## src/rtl/cd_pkg.sv

```systemverilog
// Shared types for the compression-engine request scheduler.
// Engine commands, engine responses, result status and FSM states.
package cd_pkg;

  typedef enum logic [1:0] {
    CMD_NOP        = 2'b00,
    CMD_COMPRESS   = 2'b01,
    CMD_DECOMPRESS = 2'b10,
    CMD_RESET      = 2'b11
  } cmd_e;

  typedef enum logic [1:0] {
    RESP_NONE   = 2'b00,
    RESP_COMP   = 2'b01,
    RESP_DECOMP = 2'b10,
    RESP_ERR    = 2'b11
  } resp_e;

  typedef enum logic [1:0] {
    ST_OK      = 2'b00,
    ST_ENG_ERR = 2'b01,
    ST_TIMEOUT = 2'b10,
    ST_ILLEGAL = 2'b11
  } status_e;

  typedef enum logic [2:0] {
    S_IDLE,
    S_ISSUE,
    S_WAIT,
    S_RESP,
    S_GAP
  } state_e;

endpackage

```

## src/rtl/cd_req_fifo.sv

```systemverilog
// Request FIFO: power-of-2 depth, wrapping pointers, occupancy count.
// Head entry is visible combinationally on rdata.
module cd_req_fifo #(
  parameter int W     = 10,
  parameter int DEPTH = 4
) (
  input  logic         clk,
  input  logic         reset,
  input  logic         push,
  input  logic         pop,
  input  logic [W-1:0] wdata,
  output logic [W-1:0] rdata,
  output logic         full,
  output logic         empty
);

  localparam int AW = $clog2(DEPTH);

  logic [W-1:0] mem [DEPTH];
  logic [AW-1:0] wptr;
  logic [AW-1:0] rptr;
  logic [AW:0]   count;
  logic          do_push;
  logic          do_pop;

  assign full    = (count == (AW+1)'(DEPTH));
  assign empty   = (count == '0);
  assign do_push = push && !full;
  assign do_pop  = pop && !empty;
  assign rdata   = mem[rptr];

  // Storage array; contents are don't-care after reset.
  always_ff @(posedge clk) begin
    if (do_push) mem[wptr] <= wdata;
  end

  // Pointers and occupancy; simultaneous push and pop keep count.
  always_ff @(posedge clk or posedge reset) begin
    if (reset) begin
      wptr  <= '0;
      rptr  <= '0;
      count <= '0;
    end else begin
      if (do_push) wptr <= wptr + 1'b1;
      if (do_pop)  rptr <= rptr + 1'b1;
      unique case ({do_push, do_pop})
        2'b10:   count <= count + 1'b1;
        2'b01:   count <= count - 1'b1;
        default: count <= count;
      endcase
    end
  end

endmodule

```

## src/rtl/cd_request_scheduler.sv

```systemverilog
// Queues compress/decompress requests and sequences them to the engine.
// One command in flight; a NOP gap always separates engine commands.
module cd_request_scheduler
  import cd_pkg::*;
#(
  parameter int DATA_W     = 8,
  parameter int FIFO_DEPTH = 4,
  parameter int TIMEOUT    = 16
) (
  input  logic              clk,
  input  logic              reset,
  input  logic              req_valid,
  output logic              req_ready,
  input  logic [1:0]        req_op,
  input  logic [DATA_W-1:0] req_data,
  output logic [1:0]        command,
  output logic [DATA_W-1:0] data_in,
  output logic [DATA_W-1:0] compressed_in,
  input  logic [DATA_W-1:0] compressed_out,
  input  logic [DATA_W-1:0] decompressed_out,
  input  logic [1:0]        response,
  output logic              res_valid,
  input  logic              res_ready,
  output logic [DATA_W-1:0] res_data,
  output logic [1:0]        res_status
);

  localparam int CW = $clog2(TIMEOUT) + 1;

  state_e            state, state_n;
  logic [1:0]        cur_op, cur_op_n;
  logic [DATA_W-1:0] cur_data, cur_data_n;
  logic [CW-1:0]     cnt, cnt_n;
  logic [DATA_W-1:0] rdata_n;
  logic [1:0]        rstat_n;
  logic [DATA_W+1:0] head;
  logic              full;
  logic              empty;
  logic              pop;
  logic              busy;

  assign req_ready = !full;
  assign pop       = (state == S_IDLE) && !empty;

  cd_req_fifo #(
    .W     (DATA_W + 2),
    .DEPTH (FIFO_DEPTH)
  ) u_fifo (
    .clk   (clk),
    .reset (reset),
    .push  (req_valid && req_ready),
    .pop   (pop),
    .wdata ({req_op, req_data}),
    .rdata (head),
    .full  (full),
    .empty (empty)
  );

  // Operands are only driven while a command is in flight.
  assign busy      = (state == S_ISSUE) || (state == S_WAIT);
  assign command   = busy ? cur_op : CMD_NOP;
  assign data_in   = (busy && cur_op == CMD_COMPRESS) ?
                     cur_data : '0;
  assign compressed_in = (busy && cur_op == CMD_DECOMPRESS) ?
                         cur_data : '0;
  assign res_valid = (state == S_RESP);

  // State, current request, wait counter and result registers.
  always_ff @(posedge clk or posedge reset) begin
    if (reset) begin
      state      <= S_IDLE;
      cur_op     <= '0;
      cur_data   <= '0;
      cnt        <= '0;
      res_data   <= '0;
      res_status <= '0;
    end else begin
      state      <= state_n;
      cur_op     <= cur_op_n;
      cur_data   <= cur_data_n;
      cnt        <= cnt_n;
      res_data   <= rdata_n;
      res_status <= rstat_n;
    end
  end

  // Next-state logic and result capture.
  always_comb begin
    state_n    = state;
    cur_op_n   = cur_op;
    cur_data_n = cur_data;
    cnt_n      = cnt;
    rdata_n    = res_data;
    rstat_n    = res_status;
    unique case (state)
      S_IDLE: begin
        if (!empty) begin
          cur_op_n   = head[DATA_W+1:DATA_W];
          cur_data_n = head[DATA_W-1:0];
          cnt_n      = '0;
          if (head[DATA_W+1:DATA_W] == CMD_NOP) begin
            rdata_n = '0;
            rstat_n = ST_ILLEGAL;
            state_n = S_RESP;
          end else begin
            state_n = S_ISSUE;
          end
        end
      end
      S_ISSUE: begin
        cnt_n   = '0;
        state_n = S_WAIT;
      end
      S_WAIT: begin
        if (cur_op == CMD_RESET) begin
          rdata_n = '0;
          rstat_n = ST_OK;
          state_n = S_RESP;
        end else begin
          case (resp_e'(response))
            RESP_COMP: begin
              rdata_n = compressed_out;
              rstat_n = ST_OK;
              state_n = S_RESP;
            end
            RESP_DECOMP: begin
              rdata_n = decompressed_out;
              rstat_n = ST_OK;
              state_n = S_RESP;
            end
            RESP_ERR: begin
              rdata_n = '0;
              rstat_n = ST_ENG_ERR;
              state_n = S_RESP;
            end
            default: begin
              if (cnt == CW'(TIMEOUT - 1)) begin
                rdata_n = '0;
                rstat_n = ST_TIMEOUT;
                state_n = S_RESP;
              end else begin
                cnt_n = cnt + CW'(1);
              end
            end
          endcase
        end
      end
      S_RESP: begin
        if (res_ready) state_n = S_GAP;
      end
      S_GAP: begin
        state_n = S_IDLE;
      end
      default: begin
        state_n = S_IDLE;
      end
    endcase
  end

endmodule

```

## config.mk

```make
export PLATFORM = sky130hd
export DESIGN_NAME = cd_request_scheduler
export DESIGN_NICKNAME = d
export VERILOG_FILES = /design/src/rtl/cd_pkg.sv /design/src/rtl/cd_req_fifo.sv /design/src/rtl/cd_request_scheduler.sv
export SDC_FILE = /design/constraint.sdc
export NUM_CORES = 1
export LEC_CHECK = 0
export ABC_CLOCK_PERIOD_IN_PS = 2200
export CORE_ASPECT_RATIO = 1.1
export CORE_MARGIN = 8
export CORE_UTILIZATION = 47
export DETAILED_ROUTE_END_ITERATION = 16
export PLACE_DENSITY = 0.75
export SLEW_MARGIN = 20
export SYNTH_ARGS = -nofsm -noshare
export SYNTH_HDL_FRONTEND = slang
export SYNTH_HIERARCHICAL = 1
export SYNTH_SLANG_ARGS = --single-unit
```

## constraint.sdc

```tcl
create_clock -name clk -period 2.2 [get_ports clk]
set_clock_uncertainty 0.1 [all_clocks]
set_input_delay 0.44 -clock clk [delete_from_list [all_inputs] [get_ports clk]]
set_output_delay 0.44 -clock clk [all_outputs]
set_load 0.1 [all_outputs]
```

==> results of run 1 <==
==> registers in the layout, indices dropped and copies added, names as in the netlist <==
| signal | cells |
|---|---|
| state | 3 |
| res_data | 8 |
| u_fifo/rptr | 2 |
| cur_op | 2 |
| cnt | 5 |
| u_fifo/mem | 40 |
| u_fifo/wptr | 2 |
| cur_data | 8 |
| u_fifo/count | 3 |
| res_status | 2 |
==> logic make-up (layout without fill, tap and decap cells) <==
logic type	Yosys count	in the layout	synth area share, %
muxes	26	26	11.6
buffers and inverters	22	116	2.98
xor gates and xnor gates	7	7	1.76
adders and majority gates	14	14	5.24
and+or+nand+nor	55	55	11.2
DFF	75	75	59.6
AOI/OAI and AO/OA	33	33	7.72
==> per-stage QoR <==
stage | setup WS, ps | hold slack [ps] | setup TNS, ps | cell area [µm²] | std cells
5_1_grt | -192 | 272 | -2670 | 4840 | 413
6_report | -128 | 247 | -1620 | 4840 | 413
3_3_place_gp | -171 | 375 | -1670 | 4530 | 391
4_1_cts | -154 | 246 | -1950 | 4820 | 411
3_5_place_dp | -232 | 381 | -2300 | 4530 | 391
2_1_floorplan | 26.7 | 143 | 0 | 3560 | 232
==> per-layer routing <==
layer	vias up	global-route usage (%)
met1	1094	15.5
met4	0	5.69
met3	10	3.66
met2	46	25.6
li1	1040	-
met5	-	0
==> worst paths after layout <==
| path | from | end | slack [ps] | depth (start not counted) |
|---|---|---|---|---|
| worst max-delay path | state[0] | data_in[1] | -130 | 5 |
| worst min-delay path | reset | u_fifo/count[1] | 250 | 2 |
| worst max register to register | state[1] | u_fifo/count[2] | -50 | 9 |
| worst min register to register | res_data[7] | res_data[7] | 400 | 1 |
| max in group asynchronous | reset | state[0] | 1330 | 3 |
| min in group clk | res_data[7] | res_data[7] | 400 | 1 |
==> cell usage after synthesis (2+ instances only) <==
master	n	area (µm²)
nor3b_4	2	37.5
dfrtp_1	35	876
ha_1	13	163
nor2b_1	2	12.5
and2_1	20	125
buf_4	3	22.5
a22oi_1	8	60.1
nor2_1	4	15.0
inv_1	14	52.6
nand2b_1	2	12.5
buf_2	2	10.0
mux4_2	10	225
edfxtp_1	40	1200
a21oi_1	4	20.0
buf_1	2	7.51
nand3_1	2	10.0
xnor2_1	4	35.0
nand3_2	2	20.0
xor2_1	3	26.3
a221oi_1	2	17.5
nand2_1	4	15.0
mux2i_1	5	50.1
mux2_2	10	113
o21ai_0	3	15.0
o2bb2ai_1	8	70.1
nor4b_2	2	30.0
nor3_1	3	15.0
and2_2	4	30.0
==> layout make-up <==
type	count	area share (%)
clock buffers	9	2.56
clock inverters	7	1.58
inverters	14	1.09
multi-input cells	135	29.4
flip-flops and latches	75	43.0
well taps	87	2.25
repair buffers	86	20.1
==> what timing repair did <==
action                                  CTS  global route
cloned                                    0             0
endpoints found under the setup margin   19            20
setup buffers                             4             2
gates resized for setup                  17             3
pin swaps                                 9             2
==> worst max-delay path, cell delays in order, from the launching register on <==
cell,delay [ps]
dfrtp_2,450
xnor2_4,180
nor4b_4,290
buf_4,200
and2_4,160
buf_12,160
==> metrics.md, run 1 <==
| Metric | Value |
|---|---|
| Die area | 10400 µm² |
| Flops & latches, synth | 75 |
| H-tree levels | 3 |
| Hpwl dp | 5370 µm |
| Clock transition at the registers of the reported paths | 80 ps |
| Final Core Density | 66.2% |
| Synthesis warning total | 6 |
| Io pins | 62 |
| Detailed Routing Iterations Pass 1 | 4 |
| Fmax | 429 MHz |
| Top_reg_cell synth | edfxtp_1 |
| Fin crit period | 2330 ps |
| Routed met2 length | 3810 µm |
| # DRC | 0 |
| Failing checks | negative setup slack |
| Area of the multi-input gates | 1420 µm² |
| Clock Root Buffer | clkbuf_8 |
| Startpoint Class | register |
| Crit. End Element | output port |
| Most frequent cells in the layout | edfxtp_1 (40), buf_4 (35), dfrtp_1 (32) |
| DIE HEIGHT | 106 µm |
| Seq/Total Area, Yosys | 59.6% |
| Final setup fails | 15 |
| Final worst slack | -128 ps |
| Number of synthesized flops with an enable pin | 40 |
| IO buf count | 61 |
| Fin nets | 367 |
| Clock Path Buffers | 2 |
| Final RePlAce weighted congestion | 0.737 |
| Via count | 2190 |
| Worst Tran Pin Value | 480 ps |
| Met1 Wirelength | 2910 µm |
| Mapped Nets | 278 |
| Storage element area | 2080 µm² |
| Arr. time, crit path | 1790 ps |
| # rows | 33 |
| Worst Path Required | 1660 ps |
| Worst hold path class | in -> async |
| Max Cap Viol | 0 |
| Status | finished, violations left |
| Period utilization | 106% |
| Starting Density | 47.7% |
| Met3 WL | 267 µm |
| Vias in the first global route | 2341 |
| Largest net degree at the start of global routing | 29 |
| CTS buffer count | 9 |
| Fillcell total | 527 |
| Post-Syn Area per Cell | 15.0 µm² |
| RSZ-0062 raised after global routing | yes |
| Clk Latency, worst-skew pair | 350 ps |
| Core box area | 7310 µm² |
| Grt total ovfl | 0 |
| GRT Overall Usage | 14.2% |
| Post-CTS Hold Buffers | 0 |
| Commonest non-fill, non-tap cell in the layout | edfxtp_1 |
| Area growth, synth to finish | 38.7% |
| Drt wl/cell | 17.2 µm |
| Vias per inst | 5.30 |
| Clock tree sinks | 75 |
| Initial antenna violation count | 0 |
| Post-Route WL | 7090 µm |
| CTS tree | done |
| Critical path class | reg -> out |
| Synth Cell Area | 3490 µm² |
| Max-slew violation count | 0 |
| Top Layer Used | met4 |
| Worst-path maximum fanout | 6 |
| Share of flip-flops with an asynchronous set or reset | 46.7% |
| First-pass GRT wire length | 11600 µm |
| Die X | 98.1 µm |
| Iter 0 DRT Violations | 57 |
| Synth Instances | 232 |
| DRT antenna net count | 0 |
| Max transition margin | 67.9% |
| Final hold vios | 0 |
| Share of cells above drive strength 1 | 40.2% |
| Netlist cell types | 47 |
| Ant diodes | 0 |
Power of run 1 is not shown: default switching activity piles up to over one toggle a cycle in this logic, so the estimate is an artifact.
==> run 2: changes to the inputs <==
--- a/config.mk
+++ b/config.mk
@@ -10,5 +10,6 @@
 export CORE_MARGIN = 8
-export CORE_UTILIZATION = 47
+export CORE_UTILIZATION = 49
+export CTS_BUF_LIST = sky130_fd_sc_hd__clkbuf_2
 export DETAILED_ROUTE_END_ITERATION = 16
-export PLACE_DENSITY = 0.75
+export PLACE_DENSITY = 0.78
 export SLEW_MARGIN = 20
--- a/constraint.sdc
+++ b/constraint.sdc
@@ -4,2 +4,2 @@
 set_output_delay 0.44 -clock clk [all_outputs]
-set_load 0.1 [all_outputs]
+set_load 0.02 [all_outputs]
==> metrics.md, run 2 (synthesized netlist as in run 1, its figures left out) <==
| Metric | Value |
|---|---|
| Commonest non-fill, non-tap cell in the layout | edfxtp_1 (unchanged) |
| R2R Setup Slk | -140 ps (was -50 ps) |
| Worst-path maximum fanout | 8 (was 6) |
| WP depth | 5 (unchanged) |
| Worst hold path class | in -> async (unchanged) |
| Failing checks | negative setup slack (unchanged) |
| Final Cell Area | 4700 µm² (was 4840 µm²) |
| Post-Route WL | 7460 µm (was 7090 µm) |
| Max FFs per register | 40 (unchanged) |
| Cell chain of the critical path | xnor2_2, nor4b_2, buf_4, and2_1, buf_6 (was xnor2_4, nor4b_4, buf_4, and2_4, buf_12) |
| CTS tree | done (unchanged) |
| First-pass GRT wire length | 12200 µm (was 11600 µm) |
| Clock Path Buffers | 2 (unchanged) |
| Largest net degree at the start of global routing | 29 (unchanged) |
| Startpoint Class | register (unchanged) |
| Place WS | -228 ps (was -232 ps) |
| CP max-delay cell | dfrtp_1 (was dfrtp_2) |
| Worst Path Required | 1660 ps (about the same) |
| # DRC | 0 (unchanged) |
| Critical R2R Capture | u_fifo/count[2] (unchanged) |
| H-tree levels | 3 (unchanged) |
| P_leak | 1.97 nW |
| Status | finished, violations left (unchanged) |
| Ant diodes | 0 (unchanged) |
| IO buf count | 61 (unchanged) |
| Delay-heaviest family, CP | flip-flops (unchanged) |
| # rows | 32 (was 33) |
| Clock tree sinks | 75 (unchanged) |
| Final Core Density | 67.5% (was 66.2%) |
| Worst Tran Pin Value | 417 ps (was 480 ps) |
| RSZ-0062 raised after global routing | yes (unchanged) |
| Max-slew violation count | 0 (unchanged) |
| Via count | 2263 (was 2190) |
| Biggest regs | u_fifo/mem: 40 flops, cur_data: 8 flops, res_data: 8 flops (unchanged) |
| Vias in the first global route | 2383 (was 2341) |
| Hpwl dp | 5460 µm (was 5370 µm) |
| Clock Root Buffer | clkbuf_2 (was clkbuf_8) |
| Die X | 96.4 µm (was 98.1 µm) |
| Fin nets | 377 (was 367) |
| Share of cells above drive strength 1 | 39.3% (was 40.2%) |
| Clk Latency, worst-skew pair | 520 ps (was 350 ps) |
| Most frequent cells in the layout | edfxtp_1 (40), clkdlybuf4s50_1 (38), dfrtp_1 (32) (was edfxtp_1 (40), buf_4 (35), dfrtp_1 (32)) |
| Max transition margin | 72.1% (was 67.9%) |
| Post-route setup TNS | -3110 ps (was -1620 ps) |
| Final worst slack | -200 ps (was -128 ps) |
| Area growth, synth to finish | 34.9% (was 38.7%) |
| Final hold vios | 0 (unchanged) |
| Fmax | 417 MHz (was 429 MHz) |
| Initial antenna violation count | 0 (unchanged) |
| R2r startpoint | state[0] (was state[1]) |
| Die area | 10100 µm² (was 10400 µm²) |
| Detailed Routing Iterations Pass 1 | 4 (unchanged) |
| DRT antenna net count | 0 (unchanged) |
| Critical path class | reg -> out (unchanged) |
| Drt wl/cell | 17.7 µm (was 17.2 µm) |
| Biggest register | u_fifo/mem (unchanged) |
| Period utilization | 109% (was 106%) |
| Max IR drop VDD | 906 µV |
| Core box area | 6970 µm² (was 7310 µm²) |
| Starting Density | 50.0% (was 47.7%) |
| Final setup fails | 21 (was 15) |
| DIE HEIGHT | 104 µm (was 106 µm) |
| Max Cap Viol | 0 (unchanged) |
| Vias per inst | 5.38 (was 5.30) |
| Placed cell areas | 4370 µm² (was 4530 µm²) |
| GRT Overall Usage | 16.1% (was 14.2%) |
| CP bufs+invs | 2 (unchanged) |
| CTS buffer count | 9 (unchanged) |
| Power Density | 1340 nW/µm² |
| Clock transition at the registers of the reported paths | 210 ps (was 80 ps) |
| Crit. End Element | output port (unchanged) |
| Grt total ovfl | 0 (unchanged) |
| Fin crit period | 2400 ps (was 2330 ps) |
| Worst reg-to-reg path cell count | 10 (was 9) |
| Io pins | 62 (unchanged) |
| Arr. time, crit path | 1860 ps (was 1790 ps) |
| Critical path's largest stage delay | 460 ps (was 450 ps) |
| Final RePlAce weighted congestion | 0.752 (was 0.737) |
| Iter 0 DRT Violations | 99 (was 57) |
==> run 2: cell types whose count changed in the layout (fill, tap and decap cells not counted), moves of 3 or more <==
cell	previous run	this run
buf_12	20	0
clkbuf_8	9	0
buf_4	35	31
clkdlybuf4s50_1	31	38
and2_2	7	4
dlymetal6s2s_1	0	3
and2_1	4	7
clkbuf_2	0	9
buf_6	0	23
==> run 2: metal layers <==
| layer | wire [µm] | track usage, % |
|---|---|---|
| met5 | 0 | 0 |
| met4 | 142 | 6.72 |
| met3 | 261 | 3.90 |
| met2 | 4160 | 26.9 |
| met1 | 2900 | 18.8 |
==> run 2: stage by stage <==
step	hold slack [ps]	power [mW]	cells
after global placement	370	5.01	394
after CTS	8.40	6.14	417
after global routing	10.4	6.68	421
after floorplan	143	4.05	232
after detailed placement	373	5.11	394
final	49.5	6.28	421
==> run 2: where the power goes <==
| part | internal (mW) | switching, mW |
|---|---|---|
| combinational | 1.70 | 1.50 |
| sequential | 1.95 | 0.302 |
| clock | 0.294 | 0.537 |
| total | 3.94 | 2.33 |
==> run 2: worst max-delay path by stage <==
stage / from / to / slack (ps)
after CTS: state[1] / compressed_in[5] / -290
after global routing: state[1] / data_in[5] / -310
final: state[1] / data_in[3] / -200
after detailed placement: response[0] / res_data[2] / -230
after global placement: response[0] / res_data[1] / -180
after floorplan: state[1] / u_fifo/count[2] / 30
==> run 2: worst register-to-register path: stages, from the launching register on <==
cell and delay, ps:
dfrtp_1 460, buf_4 140, buf_4 140, nor4_4 330, o31a_4 220, ha_4 130, inv_2 30, fa_2 330
xor2_1 140, nor2_1 100, xor2_1 160
==> run 2: cell type report <==
type | count | area, µm²
clock buffer | 9 | 45.0
sequential | 75 | 2080
inverter | 14 | 52.6
clock inverter | 7 | 87.6
tap | 85 | 106
multi-input combinational | 135 | 1410
timing repair buffer | 96 | 925
fill | 544 | 2260
==> run 2: timing repair <==
item | in CTS | in global routing
setup buffers | 8 | 4
gates cloned | 0 | 0
hold buffers | 0 | 0
resized for setup | 132 | 18
pin swaps | 13 | 7
setup endpoints to repair | 21 | 27
Power figures use the tool's default switching activity.
==> run 3: changes to the inputs <==
Settings changed: GPL_ROUTABILITY_DRIVEN set to 0, GPL_TIMING_DRIVEN set to 0.
==> metrics.md, run 3 (synthesized netlist as in run 1, its figures left out) <==
| Metric | Value |
|---|---|
| DRT antenna net count | 0 (unchanged) |
| P_leak | 1.92 nW (was 1.97 nW) |
| Period utilization | 111% (was 109%) |
| Final setup fails | 20 (was 21) |
| Max transition margin | 60.6% (was 72.1%) |
| Total power draw | 6.42 mW (was 6.28 mW) |
| Commonest non-fill, non-tap cell in the layout | clkdlybuf4s50_1 (was edfxtp_1) |
| Worst reg-to-reg path cell count | 11 (was 10) |
| Storage element area | 2080 µm² (about the same) |
| Clock Path Buffers | 2 (unchanged) |
| Ant diodes | 0 (unchanged) |
| Failing checks | negative setup slack (unchanged) |
| Area of the multi-input gates | 1490 µm² (was 1410 µm²) |
| CP max-delay cell | dfrtp_1 (unchanged) |
| Worst Path Required | 1660 ps (about the same) |
| H-tree levels | 3 (unchanged) |
| Area growth, synth to finish | 36.4% (was 34.9%) |
| Most frequent cells in the layout | clkdlybuf4s50_1 (41), edfxtp_1 (40), dfrtp_1 (31) (was edfxtp_1 (40), clkdlybuf4s50_1 (38), dfrtp_1 (32)) |
| Starting Density | 50.0% (unchanged) |
| Detailed Routing Iterations Pass 1 | 4 (unchanged) |
| Final hold vios | 0 (unchanged) |
| Max IR drop VDD | 1010 µV (was 906 µV) |
| Critical path's largest stage delay | 450 ps (was 460 ps) |
| Io pins | 62 (unchanged) |
| GRT Overall Usage | 15.9% (was 16.1%) |
| CTS buffer count | 9 (unchanged) |
| Fin crit period | 2450 ps (was 2400 ps) |
| Worst Tran Pin Value | 591 ps (was 417 ps) |
| Max-slew violation count | 0 (unchanged) |
| Max Cap Viol | 0 (unchanged) |
| Power Density | 1350 nW/µm² (was 1340 nW/µm²) |
| Worst-path maximum fanout | 8 (unchanged) |
| Clk Latency, worst-skew pair | 520 ps (about the same) |
| Biggest register | u_fifo/mem (unchanged) |
| Die area | 10100 µm² (unchanged) |
| Drt wl/cell | 18.2 µm (was 17.7 µm) |
| Final cell count without fillers | 420 (was 421) |
| Cell chain of the critical path | buf_6, xnor2_4, nor4b_4, buf_6, and2_4, buf_6 (was xnor2_2, nor4b_2, buf_4, and2_1, buf_6) |
| Fillcell total | 504 (was 544) |
| DIE HEIGHT | 104 µm (unchanged) |
| Placed insts | 378 (was 394) |
| Post-Route WL | 7640 µm (was 7460 µm) |
| Fmax | 408 MHz (was 417 MHz) |
| # rows | 32 (unchanged) |
| Critical path class | reg -> out (unchanged) |
| RSZ-0062 raised after global routing | yes (unchanged) |
| Clock Root Buffer | clkbuf_2 (unchanged) |
| CTS tree | done (unchanged) |
| IO buf count | 61 (unchanged) |
| Arr. time, crit path | 1910 ps (was 1860 ps) |
| Grt total ovfl | 0 (unchanged) |
| Clock tree sinks | 75 (unchanged) |
| Largest net degree at the start of global routing | 29 (unchanged) |
| CP dominant cell by count | buf_6 |
| Biggest regs | u_fifo/mem: 40 flops, cur_data: 8 flops, res_data: 8 flops (unchanged) |
| Die X | 96.4 µm (unchanged) |
| Clock transition at the registers of the reported paths | 240 ps (was 210 ps) |
| Worst hold path class | in -> async (unchanged) |
| Core box area | 6970 µm² (unchanged) |
| Final worst slack | -249 ps (was -200 ps) |
| Max FFs per register | 40 (unchanged) |
| Via count | 2285 (was 2263) |
| WP depth | 6 (was 5) |
| Status | finished, violations left (unchanged) |
| Vias per inst | 5.44 (was 5.38) |
| First-pass GRT wire length | 12200 µm (about the same) |
| Share of cells above drive strength 1 | 42.1% (was 39.3%) |
| Startpoint Class | register (unchanged) |
| Post-CTS Hold Buffers | 0 (unchanged) |
| Vias in the first global route | 2399 (was 2383) |
| Fin nets | 376 (was 377) |
| Initial antenna violation count | 0 (unchanged) |
| # DRC | 0 (unchanged) |
| Delay-heaviest family, CP | flip-flops (unchanged) |
| Crit. End Element | output port (unchanged) |
| Hpwl dp | 5370 µm (was 5460 µm) |
| Iter 0 DRT Violations | 114 (was 99) |
| CP bufs+invs | 3 (was 2) |
-- run 3: cell type report --
class                   count  share of cell area (%)
clock inverters             7                    1.45
clock buffers               9                   0.947
repair buffers             87                    17.7
inverters                  14                    1.10
multi-input cells         135                    31.2
flip-flops and latches     75                    43.8
plain buffers               8                    1.55
well taps                  85                    2.24
-- run 3: metrics by stage --
stage / setup WS [ps] / setup TNS (ps) / hold WS [ps] / area [µm²] / utilization [%]
floorplan: 26.7 / 0 / 143 / 3540 / -
global placement: -384 / -9200 / 371 / 4250 / 61.0
detailed placement: -410 / -10460 / 380 / 4250 / 61.0
CTS: -317 / -5210 / 34.1 / 4550 / 65.3
global route: -331 / -6060 / 76.1 / 4760 / 68.3
finish: -249 / -4450 / 77.2 / 4760 / 68.3
-- run 3: worst paths after layout --
| check | slack, ps | end | from |
|---|---|---|---|
| worst max register to register | -190 | u_fifo/count[2] | state[1] |
| max in group asynchronous | 1390 | state[0] | reset |
| worst max-delay path | -250 | data_in[1] | state[1] |
| worst min-delay path | 80 | u_fifo/rptr[1] | reset |
| min in group clk | 410 | cnt[2] | cnt[2] |
| worst min register to register | 410 | cnt[2] | cnt[2] |
-- run 3: repair_timing --
| item | in CTS | in global routing |
|---|---|---|
| setup buffers | 10 | 17 |
| endpoints found under the setup margin | 32 | 31 |
| gates cloned | 0 | 0 |
| pin swaps | 12 | 10 |
| gates resized for setup | 136 | 24 |
-- run 3: where the power goes --
group / switching [mW] / leakage, nW / internal (mW)
combinational: 1.58 / 1.06 / 1.84
clock: 0.547 / 0.0638 / 0.176
sequential: 0.326 / 0.797 / 1.95
-- run 3: per-layer routing --
metal,global-route usage [%],vias to the layer above,routed length [µm]
met1,19.2,1169,3090
met2,26.2,37,4160
met4,6.50,0,138
met5,0,-,0
li1,-,1068,-
met3,3.83,11,251
